**src/rtl/swd_pkg.sv**
```systemverilog
// Shared SWD host definitions: FSM encoding, ACK codes, phase lengths and header bit layout.
// Pure declarations; no timing or backpressure of its own.
package swd_pkg;

  typedef enum logic [3:0] {
    ST_IDLE,
    ST_LRST,
    ST_HDR,
    ST_TRN1,
    ST_ACK,
    ST_RDATA,
    ST_TRN2,
    ST_WDATA,
    ST_TAIL
  } state_t;

  localparam logic [2:0] ACK_OK    = 3'b001;
  localparam logic [2:0] ACK_WAIT  = 3'b010;
  localparam logic [2:0] ACK_FAULT = 3'b100;

  localparam int LRST_BITS = 56;
  localparam int HDR_BITS  = 8;
  localparam int ACK_BITS  = 3;
  localparam int DATA_BITS = 32;

  localparam int HDR_START = 0;
  localparam int HDR_APNDP = 1;
  localparam int HDR_RNW   = 2;
  localparam int HDR_A2    = 3;
  localparam int HDR_A3    = 4;
  localparam int HDR_PAR   = 5;
  localparam int HDR_STOP  = 6;
  localparam int HDR_PARK  = 7;

  function automatic logic [7:0] swd_hdr(input logic apndp, input logic rnw,
                                         input logic [1:0] addr);
    logic [7:0] h;
    h            = '0;
    h[HDR_START] = 1'b1;
    h[HDR_APNDP] = apndp;
    h[HDR_RNW]   = rnw;
    h[HDR_A2]    = addr[0];
    h[HDR_A3]    = addr[1];
    h[HDR_PAR]   = apndp ^ rnw ^ addr[0] ^ addr[1];
    h[HDR_STOP]  = 1'b0;
    h[HDR_PARK]  = 1'b1;
    return h;
  endfunction

endpackage

```
**src/rtl/swd_clkgen.sv**
```systemverilog
// SWCLKTCK divider: toggles every CLK_DIV HCLK while run is high, idles low otherwise.
// rise/fall are single-cycle strobes in the HCLK cycle whose closing edge moves SWCLKTCK; no backpressure.
module swd_clkgen #(
  parameter int CLK_DIV = 4
) (
  input  logic HCLK,
  input  logic HRESETn,
  input  logic run,
  output logic swclk,
  output logic rise,
  output logic fall
);

  localparam int CW = (CLK_DIV > 2) ? $clog2(CLK_DIV) : 1;
  localparam logic [CW-1:0] CNT_MAX = CW'(CLK_DIV - 1);

  logic [CW-1:0] cnt_q, cnt_d;
  logic          swclk_q, swclk_d;
  logic          wrap;

  always_comb begin
    wrap    = run && (cnt_q == CNT_MAX);
    cnt_d   = '0;
    swclk_d = 1'b0;
    if (run) begin
      cnt_d   = wrap ? '0 : cnt_q + 1'b1;
      swclk_d = swclk_q ^ wrap;
    end
  end

  always_ff @(posedge HCLK) begin
    if (!HRESETn) begin
      cnt_q   <= '0;
      swclk_q <= 1'b0;
    end else begin
      cnt_q   <= cnt_d;
      swclk_q <= swclk_d;
    end
  end

  assign swclk = swclk_q;
  assign rise  = wrap & ~swclk_q;
  assign fall  = wrap & swclk_q;

endmodule

```
**src/rtl/swd_host.sv**
```systemverilog
// SWD host: one line reset or one DP/AP transfer per accepted request, finished by a rsp_valid pulse.
// Latency 46+IDLE_BITS (OK), 13+IDLE_BITS (non-OK) or 56+IDLE_BITS (line reset) SWCLK periods; req_ready low while busy, rsp has no backpressure.
module swd_host
  import swd_pkg::*;
#(
  parameter int CLK_DIV   = 4,
  parameter int IDLE_BITS = 2
) (
  input  logic        HCLK,
  input  logic        HRESETn,
  input  logic        req_valid,
  output logic        req_ready,
  input  logic        req_linereset,
  input  logic        req_apndp,
  input  logic        req_rnw,
  input  logic [1:0]  req_addr,
  input  logic [31:0] req_wdata,
  output logic        rsp_valid,
  output logic [2:0]  rsp_ack,
  output logic [31:0] rsp_rdata,
  output logic        rsp_parity_err,
  output logic        SWCLKTCK,
  output logic        SWDIO_O,
  output logic        SWDIO_OE,
  input  logic        SWDIO_I
);

  state_t      state_q, state_d;
  logic [7:0]  bcnt_q, bcnt_d;
  logic [7:0]  hdr_q, hdr_d;
  logic [31:0] wdata_q, wdata_d;
  logic        rnw_q, rnw_d;
  logic [2:0]  ack_q, ack_d;
  logic [31:0] rdata_q, rdata_d;
  logic        perr_q, perr_d;
  logic        o_q, o_d;
  logic        oe_q, oe_d;

  logic        busy, rise, fall, last;
  logic [7:0]  plen;

  assign busy = (state_q != ST_IDLE);

  swd_clkgen #(.CLK_DIV(CLK_DIV)) u_clkgen (
    .HCLK    (HCLK),
    .HRESETn (HRESETn),
    .run     (busy),
    .swclk   (SWCLKTCK),
    .rise    (rise),
    .fall    (fall)
  );

  always_comb begin
    case (state_q)
      ST_LRST:  plen = 8'(LRST_BITS);
      ST_HDR:   plen = 8'(HDR_BITS);
      ST_ACK:   plen = 8'(ACK_BITS);
      ST_RDATA: plen = 8'(DATA_BITS + 1);
      ST_WDATA: plen = 8'(DATA_BITS + 1);
      ST_TAIL:  plen = 8'(IDLE_BITS);
      default:  plen = 8'd1;
    endcase
    last = (bcnt_q == plen - 8'd1);
  end

  always_comb begin
    state_d   = state_q;
    bcnt_d    = bcnt_q;
    hdr_d     = hdr_q;
    wdata_d   = wdata_q;
    rnw_d     = rnw_q;
    ack_d     = ack_q;
    rdata_d   = rdata_q;
    perr_d    = perr_q;
    rsp_valid = 1'b0;

    if (state_q == ST_IDLE && req_valid && req_ready) begin
      state_d = req_linereset ? ST_LRST : ST_HDR;
      bcnt_d  = '0;
      hdr_d   = swd_hdr(req_apndp, req_rnw, req_addr);
      wdata_d = req_wdata;
      rnw_d   = req_rnw;
      ack_d   = '0;
      rdata_d = '0;
      perr_d  = 1'b0;
    end

    // Target bits are captured on the edge that raises SWCLKTCK.
    if (rise) begin
      if (state_q == ST_ACK) begin
        ack_d[bcnt_q[1:0]] = SWDIO_I;
      end else if (state_q == ST_RDATA) begin
        if (bcnt_q < 8'(DATA_BITS)) rdata_d[bcnt_q[4:0]] = SWDIO_I;
        else                        perr_d = (^rdata_q) ^ SWDIO_I;
      end
    end

    if (fall) begin
      bcnt_d = last ? 8'd0 : bcnt_q + 8'd1;
      if (last) begin
        case (state_q)
          ST_LRST:  state_d = ST_TAIL;
          ST_HDR:   state_d = ST_TRN1;
          ST_TRN1:  state_d = ST_ACK;
          ST_ACK:   state_d = (ack_q == ACK_OK && rnw_q) ? ST_RDATA : ST_TRN2;
          ST_RDATA: state_d = ST_TRN2;
          ST_TRN2:  state_d = (ack_q == ACK_OK && !rnw_q) ? ST_WDATA : ST_TAIL;
          ST_WDATA: state_d = ST_TAIL;
          ST_TAIL: begin
            state_d   = ST_IDLE;
            rsp_valid = HRESETn;
          end
          default:  state_d = ST_IDLE;
        endcase
      end
    end

    // Pad drive follows the next state so it switches on the same edge SWCLKTCK falls.
    oe_d = 1'b1;
    o_d  = 1'b0;
    case (state_d)
      ST_LRST:  o_d = 1'b1;
      ST_HDR:   o_d = hdr_d[bcnt_d[2:0]];
      ST_WDATA: o_d = (bcnt_d < 8'(DATA_BITS)) ? wdata_d[bcnt_d[4:0]] : ^wdata_d;
      ST_TRN1, ST_ACK, ST_RDATA, ST_TRN2: oe_d = 1'b0;
      default: ;
    endcase
  end

  always_ff @(posedge HCLK) begin
    if (!HRESETn) begin
      state_q <= ST_IDLE;
      bcnt_q  <= '0;
      hdr_q   <= '0;
      wdata_q <= '0;
      rnw_q   <= 1'b0;
      ack_q   <= '0;
      rdata_q <= '0;
      perr_q  <= 1'b0;
      o_q     <= 1'b0;
      oe_q    <= 1'b1;
    end else begin
      state_q <= state_d;
      bcnt_q  <= bcnt_d;
      hdr_q   <= hdr_d;
      wdata_q <= wdata_d;
      rnw_q   <= rnw_d;
      ack_q   <= ack_d;
      rdata_q <= rdata_d;
      perr_q  <= perr_d;
      o_q     <= o_d;
      oe_q    <= oe_d;
    end
  end

  assign req_ready      = (state_q == ST_IDLE) && HRESETn;
  assign rsp_ack        = ack_q;
  assign rsp_rdata      = rdata_q;
  assign rsp_parity_err = perr_q;
  assign SWDIO_O        = o_q;
  assign SWDIO_OE       = oe_q;

endmodule
```
**config.mk**
```make
export PLATFORM = sky130hd
export DESIGN_NAME = swd_host
export DESIGN_NICKNAME = d
export VERILOG_FILES = /design/src/rtl/swd_pkg.sv /design/src/rtl/swd_clkgen.sv /design/src/rtl/swd_host.sv
export SDC_FILE = /design/constraint.sdc
export NUM_CORES = 1
export LEC_CHECK = 0
export BUFFER_PORTS_ARGS = -buffer_cell sky130_fd_sc_hd__buf_4
export CAP_MARGIN = 40
export CORE_MARGIN = 4
export CORE_UTILIZATION = 40
export CTS_CLUSTER_DIAMETER = 40
export DETAILED_ROUTE_END_ITERATION = 12
export SYNTH_ARGS = -nofsm -noshare
export SYNTH_HDL_FRONTEND = slang
export SYNTH_SLANG_ARGS = --single-unit
```
**constraint.sdc**
```tcl
create_clock -name HCLK -period 4.15 [get_ports HCLK]
set_input_delay 0.415 -clock HCLK [delete_from_list [all_inputs] [get_ports HCLK]]
set_output_delay 0.415 -clock HCLK [all_outputs]
set_load 0.005 [all_outputs]
```
==> flow_summary_export.csv, run 1 <==
group,metric,value,unit
hold_path,hold_depth,3,
worst_setup_path,r2r_slack,140,ps
synthesis,synth_compound_area_share,17.1,%
worst_setup_path,reg2reg_from,"state_q[1]",
detailed_routing,drt_pass1_iterations,5,
synthesis,synthSimpleGateAreaFrac,24.9,%
place,port_buffers,81,
synthesis,ys_ff_latch,94,
die,coreArea,0.0145,sq mm
detailed_routing,vias_per_cell,5.67,
synthesis,synthAdderAreaFrac,1.89,%
timing,finalHoldViolations,0,
synthesis,yosysMostFrequentCell,"nand2_1",
worst_setup_path,rr_worst_depth,14,
detailed_routing,vias,5817,
place,dp.cells,1007,
die,die_w,130,um
hold_path,hold_start,"req_wdata[3]",
timing,slew_headroom,41.9,%
synthesis,synthTopCellsByCount,"121 x nand2_1, 94 x dfxtp_1, 93 x xnor2_1, 85 x a21oi_1, 67 x nand3_1",
die,die_area,0.0169,sq mm
synthesis,synthArstFlopShare,0,%
cts,root_buffer,"clkbuf_16",
synthesis,syn_inst,766,
die,io_pins,82,
global_route,track_usage,21.7,%
power,pwr_density_cell,310,mW/mm^2
synthesis,yosys.area.top_type_share,31.6,%
cts,hold_buffers,0,
cts,clk_pin_slew_worst_paths,80,ps
worst_setup_path,critPathKind,"reg -> reg",
timing,worst_pin_slew,870,ps
synthesis,synth-xor-area-share,16.2,%
synthesis,synth_cell_types,59,
worst_setup_path,endpoint_kind,"flop",
global_route,overflow,0,
timing,fin_crit,4010,ps
power,vdd_drop_max,227,uV
synthesis,netlist_area,0.00595,sq mm
cts,cts_tree,"yes",
worst_setup_path,critPathMaxFanout,7,
hold_path,hold_class,"in -> reg",
timing,max_freq,249,MHz
synthesis,synth_top_family_by_area,"simple AND/OR/NAND/NOR gates",
synthesis,synth_top_cell_by_area,"dfxtp_1",
synthesis,syn-num-nets,816,
worst_setup_path,cp-start-kind,"flop",
global_route,grt_pass1_vias,5597,
synthesis,synth_area_per_cell,7.77,sq um
timing,finalCritPeriodShare,96.6,%
synthesis,synth_enable_flop_cells,0,
detailed_routing,ant_nets,0,
timing,fin_skew,11.0,ps
cts,numCtsBuffers,9,
final_layout,num-fill-cells,1455,
detailed_routing,first_iter_violations,399,
final_layout,multiInputGateArea,0.00385,sq mm
final_layout,synthToLayoutAreaGrowth,19.8,%
synthesis,synth.area.top_cells,"dfxtp_1 32%, xnor2_1 14%, nand2_1 7.6%, a21oi_1 7.2%, nand3_1 5.6%",
global_route,antenna_found_initial,0,
synthesis,yosysWarnings,0,
place,place_ws,79.9,ps
worst_setup_path,arrival,4300,ps
die,die_h,130,um
place,place_congestion,0.944,
final_layout,fin_util,49.0,%
final_layout,diodes,0,
cts,clock-sinks,94,
status,outcome,"finished, final reports clean",
final_layout,layout.cells.non_filler,1026,
timing,setup_ws,141,ps
timing,final_max_slew_viol_count,0,
worst_setup_path,timing.rr.end,"SWDIO_O",
hold_path,hold_end,"wdata_q[3]",
timing,setup_viol,0,
global_route,grt_pass1_wl,28.9,mm
final_layout,fin_nets,887,
timing,holdWs,328,ps
global_route,grt_max_degree,44,
cts,clock_latency,360,ps
cts,cts_buffer_depth,2,
synthesis,synth.area.mux_share,4.23,%
die,start_util,40.9,%
synthesis,synth_ff_type,"dfxtp_1",
detailed_routing,wl,17.9,mm
place,hpwl,13.3,mm
detailed_routing,post_drt_wl_per_cell,17.5,um
cts,h-tree-depth,3,
synthesis,seq_area_frac_synth,31.6,%
detailed_routing,drc,0,
worst_setup_path,required,4440,ps
power,leakage,2.61,nW
final_layout,drive_gt1_share,18.5,%
die,num_rows,44,
flow_run,max-cap-violations,0,
final_layout,ff_latch_area,0.00188,sq mm
[layer usage]
layer	wire length, um	track usage, %
met5	0	0
met4	506	8.62
met1	8020	28.4
met2	8460	35.9
met3	946	3.15
[timing repair]
item                       in CTS  in global routing
buffers inserted                0                  3
resized for setup               0                  7
setup endpoints to repair       0                  2
hold endpoints to repair        0                  0
[worst max-delay path: stages (launching register included)]
cell and delay (ps):
dfxtp_2 350, xor2_1 170, o211ai_1 250, inv_1 80, ha_1 250, ha_1 330
xnor2_1 140, nor4_1 310, or4b_4 560, or3_1 360, a211o_1 310, or3b_1 370
nor3_2 150, a31oi_1 80, a211oi_2 220
[cells in the final DEF, fill, tap and decap left out, drive strengths merged, types with 5 or more instances in the layout]
cell type  Yosys  final
a31oi          6      6
xor2          17     17
o211ai         6      6
a22oi         14     14
mux2           9      9
a21oi         85     85
o21ai         14     14
mux2i         15     15
nor2b          6      6
xnor2         93     93
and2          12     12
nor4           5      5
nand3         67     67
or3            6      6
nor3b          7      7
clkbuf        39     10
inv            7     11
ha             9      9
and3           5      5
dfxtp         94     94
nor3          19     19
a211oi        11     11
buf           14    113
nand2        121    121
nor2          34     34
[cell families (layout without fill, tap and decap cells)]
family          after synthesis  count (layout)
compound gates              165             165
fa+ha+maj                     9               9
flops                        94              94
xor+xnor                    110             110
mux                          24              24
buf+inv                      60             136
simple gates                304             304
[registers in the layout (all words and copies together), names as in the netlist]
signal	cells
rnw_q	1
rsp_rdata	32
u_clkgen.swclk	1
SWDIO_OE	1
wdata_q	32
state_q	4
hdr_q	8
rsp_ack	3
rsp_parity_err	1
u_clkgen.cnt_q	2
SWDIO_O	1
bcnt_q	8
[worst max path at each step]
stage / slack [ps] / to / from / depth (start not counted)
after floorplan: 200 / SWDIO_O / state_q[3] / 16
after global placement: 210 / SWDIO_O / state_q[0] / 14
after detailed placement: 80 / SWDIO_O / state_q[0] / 14
after CTS: 20 / SWDIO_O / state_q[0] / 14
after global routing: -2 / SWDIO_O / state_q[1] / 14
final: 140 / SWDIO_O / state_q[1] / 14
[through the flow]
| stage | power (mW) | cell area, sq um | setup TNS, ps |
|---|---|---|---|
| 6_report | 2.21 | 7130 | 0 |
| 3_3_place_gp | 1.37 | 6780 | 0 |
| 3_5_place_dp | 1.38 | 6790 | 0 |
| 2_1_floorplan | 1.26 | 5950 | 0 |
| 4_1_cts | 2.22 | 7080 | 0 |
| 5_1_grt | 2.30 | 7130 | -1.90 |
[power by group]
group | internal (mW) | switching [mW] | total (mW)
Combinational | 0.194 | 0.224 | 0.418
Sequential | 0.925 | 0.0188 | 0.944
Clock | 0.435 | 0.412 | 0.847
Total | 1.55 | 0.654 | 2.21
[area by class of cell]
class                           instances  area share [%]
Inverter                                7           0.369
Multi-Input combinational cell        612            54.0
Timing Repair Buffer                  113            11.9
Sequential cell                        94            26.4
Clock buffer                           10            3.35
Clock inverter                          6           0.737
Tap cell                              184            3.23
No activity file was read; power rests on OpenSTA's default activity.
==> inputs of run 2 (changes only) <==
PLACE_DENSITY = 0.72   (was default)
==> run 2 against run 1 <==
Clock skew is 7.3 ps lower. Worst hold slack hardly changed. Worst setup slack better by 120 ps. Global-route usage is 2.2 points lower. Non-clock buffer count is 6 lower. Die area stayed put. Critical endpoint is now rsp_valid. Largest cell class unchanged. Largest power group unchanged.
==> flow_summary_export.csv, run 2 (synthesized netlist as in run 1, its figures left out) <==
group,metric,value,unit
worst_setup_path,required,3730,ps
power,intPower,1.70,mW
die,die_area,0.0169,sq mm
timing,final_max_slew_viol_count,0,
timing,setup_viol,0,
final_layout,final_cell_mix,"120 x nand2_1, 105 x buf_4, 93 x dfxtp_1, 93 x xnor2_1, 85 x a21oi_1",
timing,slew_headroom,42.1,%
die,die_h,130,um
detailed_routing,ant_nets,0,
die,die_w,130,um
place,port_buffers,81,
detailed_routing,post_drt_wl_per_cell,16.0,um
power,switchingPower,0.589,mW
place,hpwl,12.0,mm
power,power_frac_seq,41.2,%
worst_setup_path,endpoint,"rsp_valid",
global_route,track_usage,19.4,%
detailed_routing,drc,0,
detailed_routing,drt_pass1_iterations,5,
final_layout,num-fill-cells,1467,
cts,clock-sinks,94,
timing,finalHoldViolations,0,
cts,clk_pin_slew_worst_paths,70,ps
timing,max_freq,257,MHz
die,io_pins,82,
status,outcome,"finished, final reports clean",
timing,rsz0062_at_grt,"false",
detailed_routing,vias,5702,
timing,holdWs,328,ps
worst_setup_path,timing.rr.end,"SWDIO_O",
final_layout,drive_gt1_share,17.6,%
final_layout,synthToLayoutAreaGrowth,19.8,%
die,coreArea,0.0145,sq mm
flow_run,max-cap-violations,0,
worst_setup_path,critPathKind,"reg -> out",
timing,finalCritPeriodShare,93.6,%
cts,root_buffer,"clkbuf_16",
die,start_util,40.9,%
die,num_rows,44,
cts,h-tree-depth,3,
final_layout,fin_util,49.0,%
final_layout,final_common_cell,"nand2_1",
worst_setup_path,critPathMaxFanout,8,
worst_setup_path,r2r_slack,290,ps
cts,clock_latency,350,ps
power,comb_power_share,17.7,%
cts,cts_tree,"yes",
timing,fin_skew,3.67,ps
power,power,2.29,mW
detailed_routing,first_iter_violations,419,
detailed_routing,wl,16.3,mm
power,leakage,2.61,nW
power,vdd_drop_max,244,uV
final_layout,diodes,0,
timing,tns,0,ps
place,place_congestion,0.936,
worst_setup_path,worstSetupStartpoint,"state_q[3]",
worst_setup_path,cp-start-kind,"flop",
final_layout,fin_nets,881,
worst_setup_path,arrival,3470,ps
global_route,grt_pass1_vias,5395,
global_route,grt_max_degree,56,
power,clock_power_share,41.1,%
timing,fin_crit,3880,ps
detailed_routing,vias_per_cell,5.59,
cts,cts_buffer_depth,2,
hold_path,hold_class,"in -> reg",
global_route,grt_pass1_wl,26.4,mm
global_route,overflow,0,
worst_setup_path,endpoint_kind,"output pin",
cts,numCtsBuffers,9,
power,p_sw_share,25.7,%
worst_setup_path,reg2reg_from,"state_q[3]",
cts,cts_setup_buffers,0,
cts,hold_buffers,0,
worst_setup_path,rr_worst_depth,15,
global_route,antenna_found_initial,0,
power,pwr_density_cell,322,mW/mm^2
timing,worst_pin_slew,866,ps
[run 2: changes by cell type in the layout (fill, tap and decap cells not counted), moves of 2 or more]
cell / change
inv_8: -2
bufinv_16: +3
inv_6: -2
clkinv_2: +2
buf_4: -7
[run 2: area by class of cell]
class / instances / area [sq um] / share of cell area [%]
multi-input cells: 612 / 3830 / 53.8
repair buffers: 107 / 813 / 11.4
inverters: 7 / 26.3 / 0.369
well taps: 184 / 230 / 3.23
clock inverters: 7 / 113 / 1.58
flip-flops and latches: 94 / 1880 / 26.4
clock buffers: 9 / 225 / 3.16
[run 2: repair_timing]
action                                  CTS  global route
hold endpoints to repair                  0             0
endpoints found under the setup margin    0             2
gates resized for setup                   0             3
[run 2: per-layer routing]
metal	global-route usage [%]	vias to the layer above	wire length, um
met5	0	-	0
met2	33.1	214	7770
met1	24.0	2647	7080
met3	4.83	32	1050
li1	-	2809	-
met4	6.60	0	403
[run 2: worst min path at each step]
| stage | from | to | slack, ps | cells after the start |
|---|---|---|---|---|
| finish | req_wdata[3] | wdata_q[3] | 330 | 3 |
| global route | req_wdata[31] | wdata_q[31] | 320 | 3 |
| CTS | req_wdata[9] | wdata_q[9] | 320 | 3 |
| detailed placement | u_clkgen.cnt_q[0] | u_clkgen.cnt_q[0] | 420 | 1 |
| global placement | u_clkgen.cnt_q[0] | u_clkgen.cnt_q[0] | 420 | 1 |
| floorplan | u_clkgen.cnt_q[0] | u_clkgen.cnt_q[0] | 400 | 1 |
[run 2: stage by stage]
step / worst slack [ps] / cells / cell area (sq um)
after floorplan: 201 / 766 / 5950
after global placement: 287 / 1003 / 6770
after detailed placement: 184 / 1004 / 6780
after CTS: 150 / 1020 / 7120
after global routing: 5.94 / 1020 / 7130
final: 266 / 1020 / 7130
[run 2: worst max-delay path, stage by stage, from the launching register on]
cell and delay, ps:
dfxtp_1 470, o21ai_0 140, o211ai_1 150, inv_1 70, ha_1 240, ha_1 320
xnor2_1 140, nor4_1 150, or4b_1 500, buf_4 190, nor3_1 200, buf_4 190
and4_1 230, buf_4 120
[run 2: power groups by stage]
stage          sequential [mW]  clock (mW)  combinational (mW)
3_5_place_dp             0.964           0               0.405
2_1_floorplan            0.958           0               0.298
6_report                 0.943       0.942               0.406
3_3_place_gp             0.963           0               0.401
4_1_cts                  0.943       0.960               0.407
5_1_grt                  0.946       0.994               0.445
